==> src/rtl/serial_arith_pkg.sv <==
// Shared types and limits for the bit-serial arithmetic blocks.
package serial_arith_pkg;

   typedef enum logic [1:0] {
      IDLE = 2'd0,
      RUN  = 2'd1,
      DONE = 2'd2
   } state_t;

   localparam int WIDTH_MAX = 64;

   // Counter width for a block processing `width` bits, never below one bit.
   function automatic int cnt_width(input int width);
      return (width > 1) ? $clog2(width) : 1;
   endfunction

endpackage

==> src/rtl/full_adder_cell.sv <==
// One-bit combinational full adder used as the serial adder's datapath cell.
module full_adder_cell (
   input  logic a,
   input  logic b,
   input  logic ci,
   output logic s,
   output logic co
);

   assign s  = a ^ b ^ ci;
   assign co = (a & b) | (a & ci) | (b & ci);

endmodule

==> src/rtl/serial_adder.sv <==
// LSB-first bit-serial adder: one full-adder cell and a carry flop process one
// bit per clock, with valid/ready handshakes on operands and result.
module serial_adder
   import serial_arith_pkg::*;
#(
   parameter int WIDTH = 8
) (
   input  logic             clk,
   input  logic             rst,
   input  logic             in_valid,
   output logic             in_ready,
   input  logic [WIDTH-1:0] a,
   input  logic [WIDTH-1:0] b,
   input  logic             cin,
   output logic             out_valid,
   input  logic             out_ready,
   output logic [WIDTH-1:0] sum,
   output logic             cout,
   output logic             ovf,
   output logic             busy
);

   localparam int CW = cnt_width(WIDTH);
   localparam logic [CW-1:0] LAST = CW'(WIDTH - 1);

   state_t           state;
   state_t           next_state;
   logic [WIDTH-1:0] a_sh;
   logic [WIDTH-1:0] b_sh;
   logic [WIDTH-1:0] sum_sh;
   logic [WIDTH-1:0] sum_next;
   logic [CW-1:0]    cnt;
   logic             carry;
   logic             cout_r;
   logic             ovf_r;
   logic             cell_s;
   logic             cell_co;
   logic             last;

   full_adder_cell u_cell (
      .a  (a_sh[0]),
      .b  (b_sh[0]),
      .ci (carry),
      .s  (cell_s),
      .co (cell_co)
   );

   assign last = (cnt == LAST);

   // New sum bits enter from the MSB so the LSB-first result ends up aligned.
   always_comb begin
      sum_next = sum_sh >> 1;
      sum_next[WIDTH-1] = cell_s;
   end

   always_ff @(posedge clk) begin
      if (rst) state <= IDLE;
      else     state <= next_state;
   end

   always_comb begin
      next_state = state;
      case (state)
         IDLE:    if (in_valid) next_state = RUN;
         RUN:     if (last)     next_state = DONE;
         DONE:    if (out_ready) next_state = IDLE;
         default: next_state = IDLE;
      endcase
   end

   always_ff @(posedge clk) begin
      if (rst) begin
         a_sh   <= '0;
         b_sh   <= '0;
         sum_sh <= '0;
         cnt    <= '0;
         carry  <= 1'b0;
         cout_r <= 1'b0;
         ovf_r  <= 1'b0;
      end else begin
         case (state)
            IDLE: begin
               if (in_valid) begin
                  a_sh   <= a;
                  b_sh   <= b;
                  sum_sh <= '0;
                  cnt    <= '0;
                  carry  <= cin;
                  cout_r <= 1'b0;
                  ovf_r  <= 1'b0;
               end
            end
            RUN: begin
               a_sh   <= a_sh >> 1;
               b_sh   <= b_sh >> 1;
               sum_sh <= sum_next;
               carry  <= cell_co;
               if (last) begin
                  // carry still holds the carry into the MSB on this cycle
                  cout_r <= cell_co;
                  ovf_r  <= carry ^ cell_co;
               end else begin
                  cnt <= cnt + 1'b1;
               end
            end
            default: ;
         endcase
      end
   end

   always_comb begin
      in_ready  = (state == IDLE);
      busy      = (state == RUN);
      out_valid = (state == DONE);
      sum       = sum_sh;
      cout      = cout_r;
      ovf       = ovf_r;
   end

endmodule

==> config.mk <==
export PLATFORM = sky130hd
export DESIGN_NAME = serial_adder
export DESIGN_NICKNAME = d
export VERILOG_FILES = /design/src/rtl/serial_arith_pkg.sv /design/src/rtl/full_adder_cell.sv /design/src/rtl/serial_adder.sv
export SDC_FILE = /design/constraint.sdc
export NUM_CORES = 1
export LEC_CHECK = 0
export ABC_AREA = 1
export BUFFER_PORTS_ARGS = -buffer_cell sky130_fd_sc_hd__buf_2
export CAP_MARGIN = 20
export CORE_MARGIN = 2
export CORE_UTILIZATION = 45
export CTS_CLUSTER_DIAMETER = 200
export DETAILED_ROUTE_END_ITERATION = 8
export PLACE_DENSITY = 0.75
export SLEW_MARGIN = 20
export SYNTH_ARGS = -nofsm -noshare
export SYNTH_HDL_FRONTEND = slang
export SYNTH_SLANG_ARGS = --single-unit
==> constraint.sdc <==
create_clock -name clk -period 1.3 [get_ports clk]
set_input_delay 0.325 -clock clk [delete_from_list [all_inputs] [get_ports clk]]
set_output_delay 0.325 -clock clk [all_outputs]
set_load 0.005 [all_outputs]
Yosys cells after proc, flatten, opt, wreduce, memory -nomap -nowiden:

Cells that the tools add are included.

* eq/ne operators: 7
* bitwise operators: 8
* add/subtract/negate cells: 1
* multiplexer cells: 20
* order comparisons: 0
* div/mod/pow operators: 0
* reductions and logical operators: 6
* $mul: 0
* shift operators: 0

Operators by type and width (count)
* 8-bit one-hot mux with 2 select lines: 3
* 8-bit two-way mux: 3
* 3-bit AND reduction: 3
* 2-bit two-way mux: 3
* 3-bit two-way mux: 2
* 1-bit one-hot mux with 2 select lines: 3
* 2-bit one-hot mux with 3 select lines: 1
* 3-bit one-hot mux with 2 select lines: 1
* 1-bit two-way mux: 4
* 2-bit by 1-bit != test with 1-bit output, second input constant: 2
* 2-bit != test, second input constant: 2
* 3-bit by 1-bit adder with 3-bit output, second input constant: 1
* 1-bit bitwise AND: 3
* 3-bit == test, second input constant: 1
* 1-bit bitwise XOR: 3
* 2-bit by 1-bit == test with 1-bit output, second input constant: 1
* 2-bit == test, second input constant: 1
* 2-bit logical NOT: 1
* 1-bit bitwise OR: 2
* 2-bit AND reduction: 1
* 2-bit nonzero test: 1

* logic and storage cells: 50
* memory bits (writable): 0
* output and inout port bits: 13
* ROM bits: 0
* flip-flop bits (word level): 32
* latch bits: 0
* memories kept: 0
* input bits: 21

Depth between registers and ports, before layout:

Gate-level depths: netlist of the first run.

* depth in word-level cells: 6
* gate-level depth with buffers: 8
* depth with buffers taken out: 7

Hierarchy:

Synthesis of the first run repeated with hierarchy kept, for this count alone.

* cells, all modules: 251
* area, all modules: 1584.0 µm²

By module, submodules not included
* serial_adder: sequential area each 640.6 µm², cells an instance 250, area each 1564.0 µm², times used 1
* full_adder_cell: sequential area each 0.0 µm², cells an instance 1, area each 20.0 µm², times used 1

Least setup slack after synthesis of the first run:

No wires, ideal clock.

* path type: flip-flop to flip-flop
* start point: register carry
* end point: register ovf_r (netlist: ovf)
* data arrival time: 1.059 ns
* clock period less this slack: 1.170 ns
* stages on the path, launching flop included: 8
* setup slack: 0.130 ns
* data required time: 1.189 ns
* setup time: 0.111 ns
* path buffers: 0
* cells stage by stage: dfxtp_1 > fa_1 > inv_1 > nand2_1 > nand3_1 > nand2_1 > inv_1 > nor2_1

* word-level cells in the longest chain between the ends: 6
* elaborated cells on any way between the ends: 7
* classes of those cells: mux: 2; bitwise: 5

RTL lines
* from (decl): line serial_adder.sv:33 `logic carry;`
* from (signal assigned): line serial_adder.sv:88 `carry <= cin;`
* from (signal assigned): line serial_adder.sv:97 `carry <= cell_co;`
* 1-bit bitwise AND: line full_adder_cell.sv:11 `assign co = (a & b) | (a & ci) | (b & ci);`
* 1-bit bitwise OR (2 in series): line full_adder_cell.sv:11
* 1-bit bitwise XOR (*): line serial_adder.sv:101 `ovf_r <= carry ^ cell_co;`
* 1-bit two-way mux (*): line serial_adder.sv:98 `if (last) begin`
* 1-bit one-hot mux with 2 select lines (*): line serial_adder.sv:81 `case (state)`
* to (signal assigned): line serial_adder.sv:101
* to (decl): line serial_adder.sv:35 `logic ovf_r;`

Every way passes the cells marked *; elsewhere a longest branch is shown, timed or not. The select of a mux whose other input is x is not followed.
A chain may end at the register's enable or synchronous reset.

Worst setup path after layout of the first run:

* start point: register state[0]
* end point: output port busy

* word-level cells in the longest chain between the ends: 1

RTL lines
* from (decl): line serial_adder.sv:26 `state_t state;`
* from (signal assigned): line serial_adder.sv:58 `else state <= next_state;`
* 2-bit by 1-bit == test with 1-bit output: line serial_adder.sv:113 `busy = (state == RUN);`
* to (decl): line serial_adder.sv:20 `output logic busy`

Every way passes these cells.

==> impl_metrics.py, run 1 <==
metrics = {
    "power_and_ir_drop": {
        "vdd_drop_max_uv": 657,
        "switching_share_pct": 28.0,
        "p_comb_share_pct": 18.3,
        "leakage_uw": 0.00101,
        "p_seq_share_pct": 52.7,
        "p_sw_uw": 571,
        "p_per_area_mw_per_mm2": 1040,
        "p_clk_share_pct": 29.0,
        "power.internal_uw": 1470,
    },
    "grt": {
        "grt_pass1_wl_um": 5660,
        "gr-total-overflow": 0,
        "grt_pass1_vias": 1392,
        "grt_use_total_pct": 17.7,
        "grt_max_degree": 41,
        "antenna_found_initial": 0,
    },
    "timing": {
        "setup_viol": 2,
        "worst_pin_slew_ns": 0.236,
        "hold_viol": 0,
        "post-route-period-util_pct": 102,
        "finalMaxSlewViolations": 0,
        "rsz0062_at_grt": "yes",
        "finClkSkew_ns": 0.00481,
        "relSlewSlack_pct": 84.2,
        "fmax_mhz": 755,
        "min_period_ns": 1.32,
        "setup_ws_ns": -0.0249,
    },
    "synth": {
        "synth_area_leaders": "dfxtp_1 41%, nand2_1 25%, nor2_1 10%",
        "ys_seq_area_share_pct": 40.5,
        "async_reset_ff_share_pct": 0,
        "syn_area_mm2": 0.00158,
        "synth_cell_types": 19,
        "synth_common_cells": "107 x nand2_1, 42 x nor2_1, 32 x dfxtp_1",
        "synth_most_common_cell": "nand2_1",
        "synth-seq-cells": 32,
        "netlist_instances": 251,
        "synth_top_area_cell": "dfxtp_1",
        "dominantRegCellSynth": "dfxtp_1",
        "synth_edf_count": 0,
        "syn_avg_cell_area_um2": 6.30,
        "synth_top_area_share_pct": 40.5,
        "syn-num-nets": 275,
        "ys_warn_count": 0,
    },
    "placed_design": {
        "port_buffers": 33,
        "place_congestion": 0.752,
        "dp_hpwl_um": 2180,
        "place_ws_ns": 0.0220,
        "dpl_cell_area_mm2": 0.00182,
    },
    "run_status": {
        "violations": "negative setup slack",
        "outcome": "finished, violations left",
    },
    "clocking": {
        "cts_hold_buf": 0,
        "cts_tree": "yes",
        "htreeDepth": 2,
        "cts_buffer_depth": 2,
        "worst_skew_pair.late_latency_ns": 0.33,
        "clock-root-buffer": "clkbuf_4",
        "cts_buffers": 5,
        "clkTransAtPathRegs_ns": 0.10,
        "clock_sinks": 32,
    },
    "worst_setup_path": {
        "cp-end-kind": "output pin",
        "startpoint_type": "flop",
        "critPathMaxStageDelay_ns": 0.42,
        "cp.required_ns": 0.98,
        "crit_chain": "inv_4, nor2_4, buf_6",
        "arrival_ns": 1.00,
        "crit_slowest_cell": "dfxtp_4",
        "worstSetupPathType": "flop to output pin",
        "cp_max_fo": 5,
    },
    "layout": {
        "nNetsFinal": 316,
        "layout-drive-gt1-share_pct": 22.2,
        "stdcell_area_mm2": 0.00196,
        "fill_cells": 347,
        "antennaDiodeCount": 0,
        "areaGrowthSynthToFinish_pct": 23.8,
    },
    "flow_run": {
        "maxCapViolCount": 0,
    },
    "floorplan": {
        "die_h_um": 63.3,
        "die_w_um": 63.3,
        "start_util_pct": 47.0,
        "core_region_area_mm2": 0.00336,
        "ios": 34,
        "dieArea_mm2": 0.00400,
        "rows": 21,
    },
    "detailed_routing": {
        "drc": 0,
        "dr.pass1.iters": 4,
        "wl_per_cell_um": 9.33,
        "via_per_inst": 4.37,
        "vias": 1483,
        "antenna_left": 0,
        "drtIter0Drc": 55,
        "drt_wl_total_um": 3160,
    },
    "worst_hold_path": {
        "hold_class": "input pin to flop",
    },
}
## flip-flops by register name, indices dropped and copies added, names as in the netlist
signal / flops
sum: 8
cout: 1
ovf: 1
a_sh: 8
cnt: 3
b_sh: 8
carry: 1
state: 2
## final cells by class
class,count,area [um2],share of cell area [%]
Multi-Input combinational cell,180,793,40.5
Timing Repair Buffer,45,287,14.6
Sequential cell,32,648,33.1
Clock buffer,8,58.8,3.01
Tap cell,46,57.6,2.94
Inverter,28,113,5.75
## critical path, delay by kind of cell (launching register included)
kind / cells / cell delay (ns)
flops: 1 / 0.42
buf+inv: 2 / 0.15
simple gates: 1 / 0.10
## timing repair
item | CTS | global route
setup buffers | 1 | 3
cloned | 0 | 0
pin swaps | 1 | 3
resized for setup | 7 | 9
setup endpoints to repair | 3 | 8
## power by group through the flow
stage / sequential, uW / clock, uW / combinational (uW)
global placement: 1100 / 0 / 353
global route: 1080 / 652 / 434
floorplan: 1090 / 0 / 257
CTS: 1070 / 600 / 364
detailed placement: 1100 / 0 / 356
finish: 1080 / 591 / 374
## routing by layer
| layer | up-vias | global-route usage, % | part of all wire (%) |
|---|---|---|---|
| met4 | 0 | 4.89 | 1.1 |
| met3 | 6 | 5.89 | 4.3 |
| met5 | - | 0 | 0 |
| li1 | 827 | - | - |
| met2 | 22 | 31.0 | 46 |
| met1 | 628 | 20.6 | 48 |
## cell usage in the layout, fill, tap and decap left out
cell type and instances:
nand2_1 106, nor2_1 41, buf_2 32, dfxtp_1 30, inv_1 26, a21oi_1 12, buf_4 10, nand3_1 9
clkbuf_4 5, nor2_4 3, clkbuf_1 2, buf_12 2, dfxtp_4 2, inv_4 1, inv_6 1, o21ai_2 1
nand2_4 1, a21oi_2 1, nand2_2 1, nand3b_1 1, nand3_2 1, fa_2 1, ha_1 1, ha_2 1
clkbuf_8 1, buf_6 1
## path summary, 6_finish.rpt
kind         cells after the start  slack [ns]                  start                     to
min reg2reg                      2        0.47    sum[0]$_SDFFE_PP0P_    sum[0]$_SDFFE_PP0P_
max reg2reg                      7        0.07     carry$_SDFFE_PP0P_       ovf$_SDFFE_PP0P_
min                              4        0.23              out_ready  state[1]$_SDFFE_PP0P_
max                              3       -0.02  state[0]$_SDFFE_PP0P_                   busy
## logic make-up (layout without fill, tap and decap cells)
kind of cell	after synthesis	after routing	share of synthesized area, %
AO/OA/AOI/OAI	14	14	4.67
adder cells (fa/ha/maj)	3	3	2.85
buffers and inverters	39	81	11.1
flip-flops	32	32	40.5
AND/OR/NAND/NOR	163	163	40.9
## per-stage QoR
step	utilization (%)	total power [uW]	cells	hold WS, ns	TNS [ns]
after floorplan	-	1350	251	0.394	0
after global placement	54.1	1450	327	0.453	0
after detailed placement	54.1	1450	327	0.455	0
after CTS	56.5	2040	336	0.228	-0.119
after global routing	58.2	2170	339	0.255	-0.191
final	58.2	2040	339	0.228	-0.0310
(Power assumes the default switching activity.)
==> run 2: changes to the inputs <==
--- a/config.mk
+++ b/config.mk
@@ -12,7 +12,7 @@
 export CORE_UTILIZATION = 45
 export CTS_CLUSTER_DIAMETER = 200
 export DETAILED_ROUTE_END_ITERATION = 8
-export PLACE_DENSITY = 0.75
+export PLACE_DENSITY = 0.68
 export SLEW_MARGIN = 20
 export SYNTH_ARGS = -nofsm -noshare
 export SYNTH_HDL_FRONTEND = slang
==> impl_metrics.py, run 2 (synthesis results as in run 1) <==
metrics = {
    "run_status": {
        "outcome": "finished, violations left",
        "violations": "negative setup slack",
    },
    "grt": {
        "grt_pass1_wl_um": 5950,
        "antenna_found_initial": 0,
        "gr-total-overflow": 0,
        "grt_pass1_vias": 1391,
        "grt_max_degree": 25,
        "grt_use_total_pct": 18.9,
    },
    "clocking": {
        "clkTransAtPathRegs_ns": 0.09,
        "clock-root-buffer": "clkbuf_4",
        "htreeDepth": 2,
        "worst_skew_pair.late_latency_ns": 0.33,
        "cts_buffer_depth": 2,
        "cts_tree": "yes",
        "cts_buffers": 5,
        "clock_sinks": 32,
        "cts_hold_buf": 0,
    },
    "placed_design": {
        "dp_hpwl_um": 2130,
        "port_buffers": 33,
        "place_congestion": 0.750,
    },
    "detailed_routing": {
        "drt_wl_total_um": 3300,
        "wl_per_cell_um": 9.83,
        "drtIter0Drc": 73,
        "antenna_left": 0,
        "vias": 1471,
        "drc": 0,
        "via_per_inst": 4.38,
        "dr.pass1.iters": 6,
    },
    "timing": {
        "min_period_ns": 1.34,
        "fin_setup_tns_ns": -0.120,
        "setup_ws_ns": -0.0438,
        "fmax_mhz": 744,
        "finClkSkew_ns": 0.00439,
        "finalMaxSlewViolations": 0,
        "relSlewSlack_pct": 83.9,
        "rsz0062_at_grt": "yes",
        "hold_viol": 0,
        "post-route-period-util_pct": 103,
        "setup_viol": 3,
        "worst_pin_slew_ns": 0.241,
    },
    "power_and_ir_drop": {
        "p_per_area_mw_per_mm2": 1050,
        "leakage_uw": 0.000993,
        "power.total_uw": 2030,
        "vdd_drop_max_uv": 714,
    },
    "floorplan": {
        "die_w_um": 63.3,
        "core_region_area_mm2": 0.00336,
        "die_h_um": 63.3,
        "rows": 21,
        "start_util_pct": 47.0,
        "ios": 34,
        "dieArea_mm2": 0.00400,
    },
    "layout": {
        "post-route-util_pct": 57.4,
        "layout-drive-gt1-share_pct": 21.7,
        "final_cell_mix": "106 x nand2_1, 40 x nor2_1, 32 x buf_2, 29 x dfxtp_1, 26 x inv_1",
        "fill_cells": 377,
        "areaGrowthSynthToFinish_pct": 22.1,
        "antennaDiodeCount": 0,
        "nNetsFinal": 313,
        "layout_commonest_cell": "nand2_1",
    },
    "worst_hold_path": {
        "hold_class": "input pin to flop",
    },
    "worst_setup_path": {
        "cp.required_ns": 0.98,
        "crit_slowest_cell": "dfxtp_4",
        "cp_max_fo": 5,
        "worstSetupPathType": "flop to output pin",
        "arrival_ns": 1.02,
        "crit_chain": "inv_4, nor2_2, buf_2",
        "critPathMaxStageDelay_ns": 0.42,
        "startpoint_type": "flop",
        "cp-end-kind": "output pin",
        "rrSetupSlack_ns": 0.06,
    },
    "flow_run": {
        "maxCapViolCount": 0,
    },
}
[run 2: final cells by class]
class / instances / area [um2] / area share (%)
multi-input cells: 180 / 786 / 40.7
flip-flops and latches: 32 / 649 / 33.7
repair buffers: 42 / 268 / 13.9
inverters: 28 / 110 / 5.71
clock buffers: 8 / 58.8 / 3.05
well taps: 46 / 57.6 / 2.98
[run 2: layer usage]
| layer | vias to the layer above | wire [um] | global-route usage, % |
|---|---|---|---|
| met5 | - | 0 | 0 |
| met4 | 0 | 49 | 7.34 |
| met3 | 5 | 142 | 5.89 |
| met2 | 35 | 1560 | 32.7 |
| met1 | 611 | 1550 | 21.7 |
| li1 | 820 | - | - |
[run 2: report_power, final]
group	total (uW)	internal [uW]	switching, uW	leakage [uW]
logic	367	162	206	0.000696
registers	1080	1040	40.7	0.000265
clock network	589	267	323	0.0000326
[run 2: worst paths after layout]
path / depth (start not counted) / startpoint / to
setup / recovery: 3 / state[1]$_SDFFE_PP0P_ / out_valid
hold / removal: 4 / out_ready / state[1]$_SDFFE_PP0P_
setup reg to reg: 6 / cnt[0]$_SDFFE_PP0P_ / cnt[2]$_SDFFE_PP0P_
hold reg to reg: 2 / b_sh[7]$_SDFFE_PP0P_ / b_sh[7]$_SDFFE_PP0P_
[run 2: critical path: cells and delay by family, from the launching register on]
family | cells | cell delay, ns
AND/OR/NAND/NOR | 1 | 0.09
flip-flops | 1 | 0.42
buffers and inverters | 2 | 0.19
[run 2: stage by stage]
stage | hold slack, ns | cell area (um2) | setup WS (ns) | std cells
after floorplan | 0.394 | 1580 | 0.130 | 251
after global placement | 0.450 | 1800 | 0.0465 | 326
after detailed placement | 0.457 | 1800 | 0.0538 | 326
after CTS | 0.222 | 1890 | -0.0783 | 336
after global routing | 0.252 | 1930 | -0.107 | 336
final | 0.235 | 1930 | -0.0438 | 336
[run 2: what timing repair did]
item	in CTS	in global routing
pin swaps	1	4
setup buffers	2	0
resized for setup	6	13
setup endpoints to repair	3	24
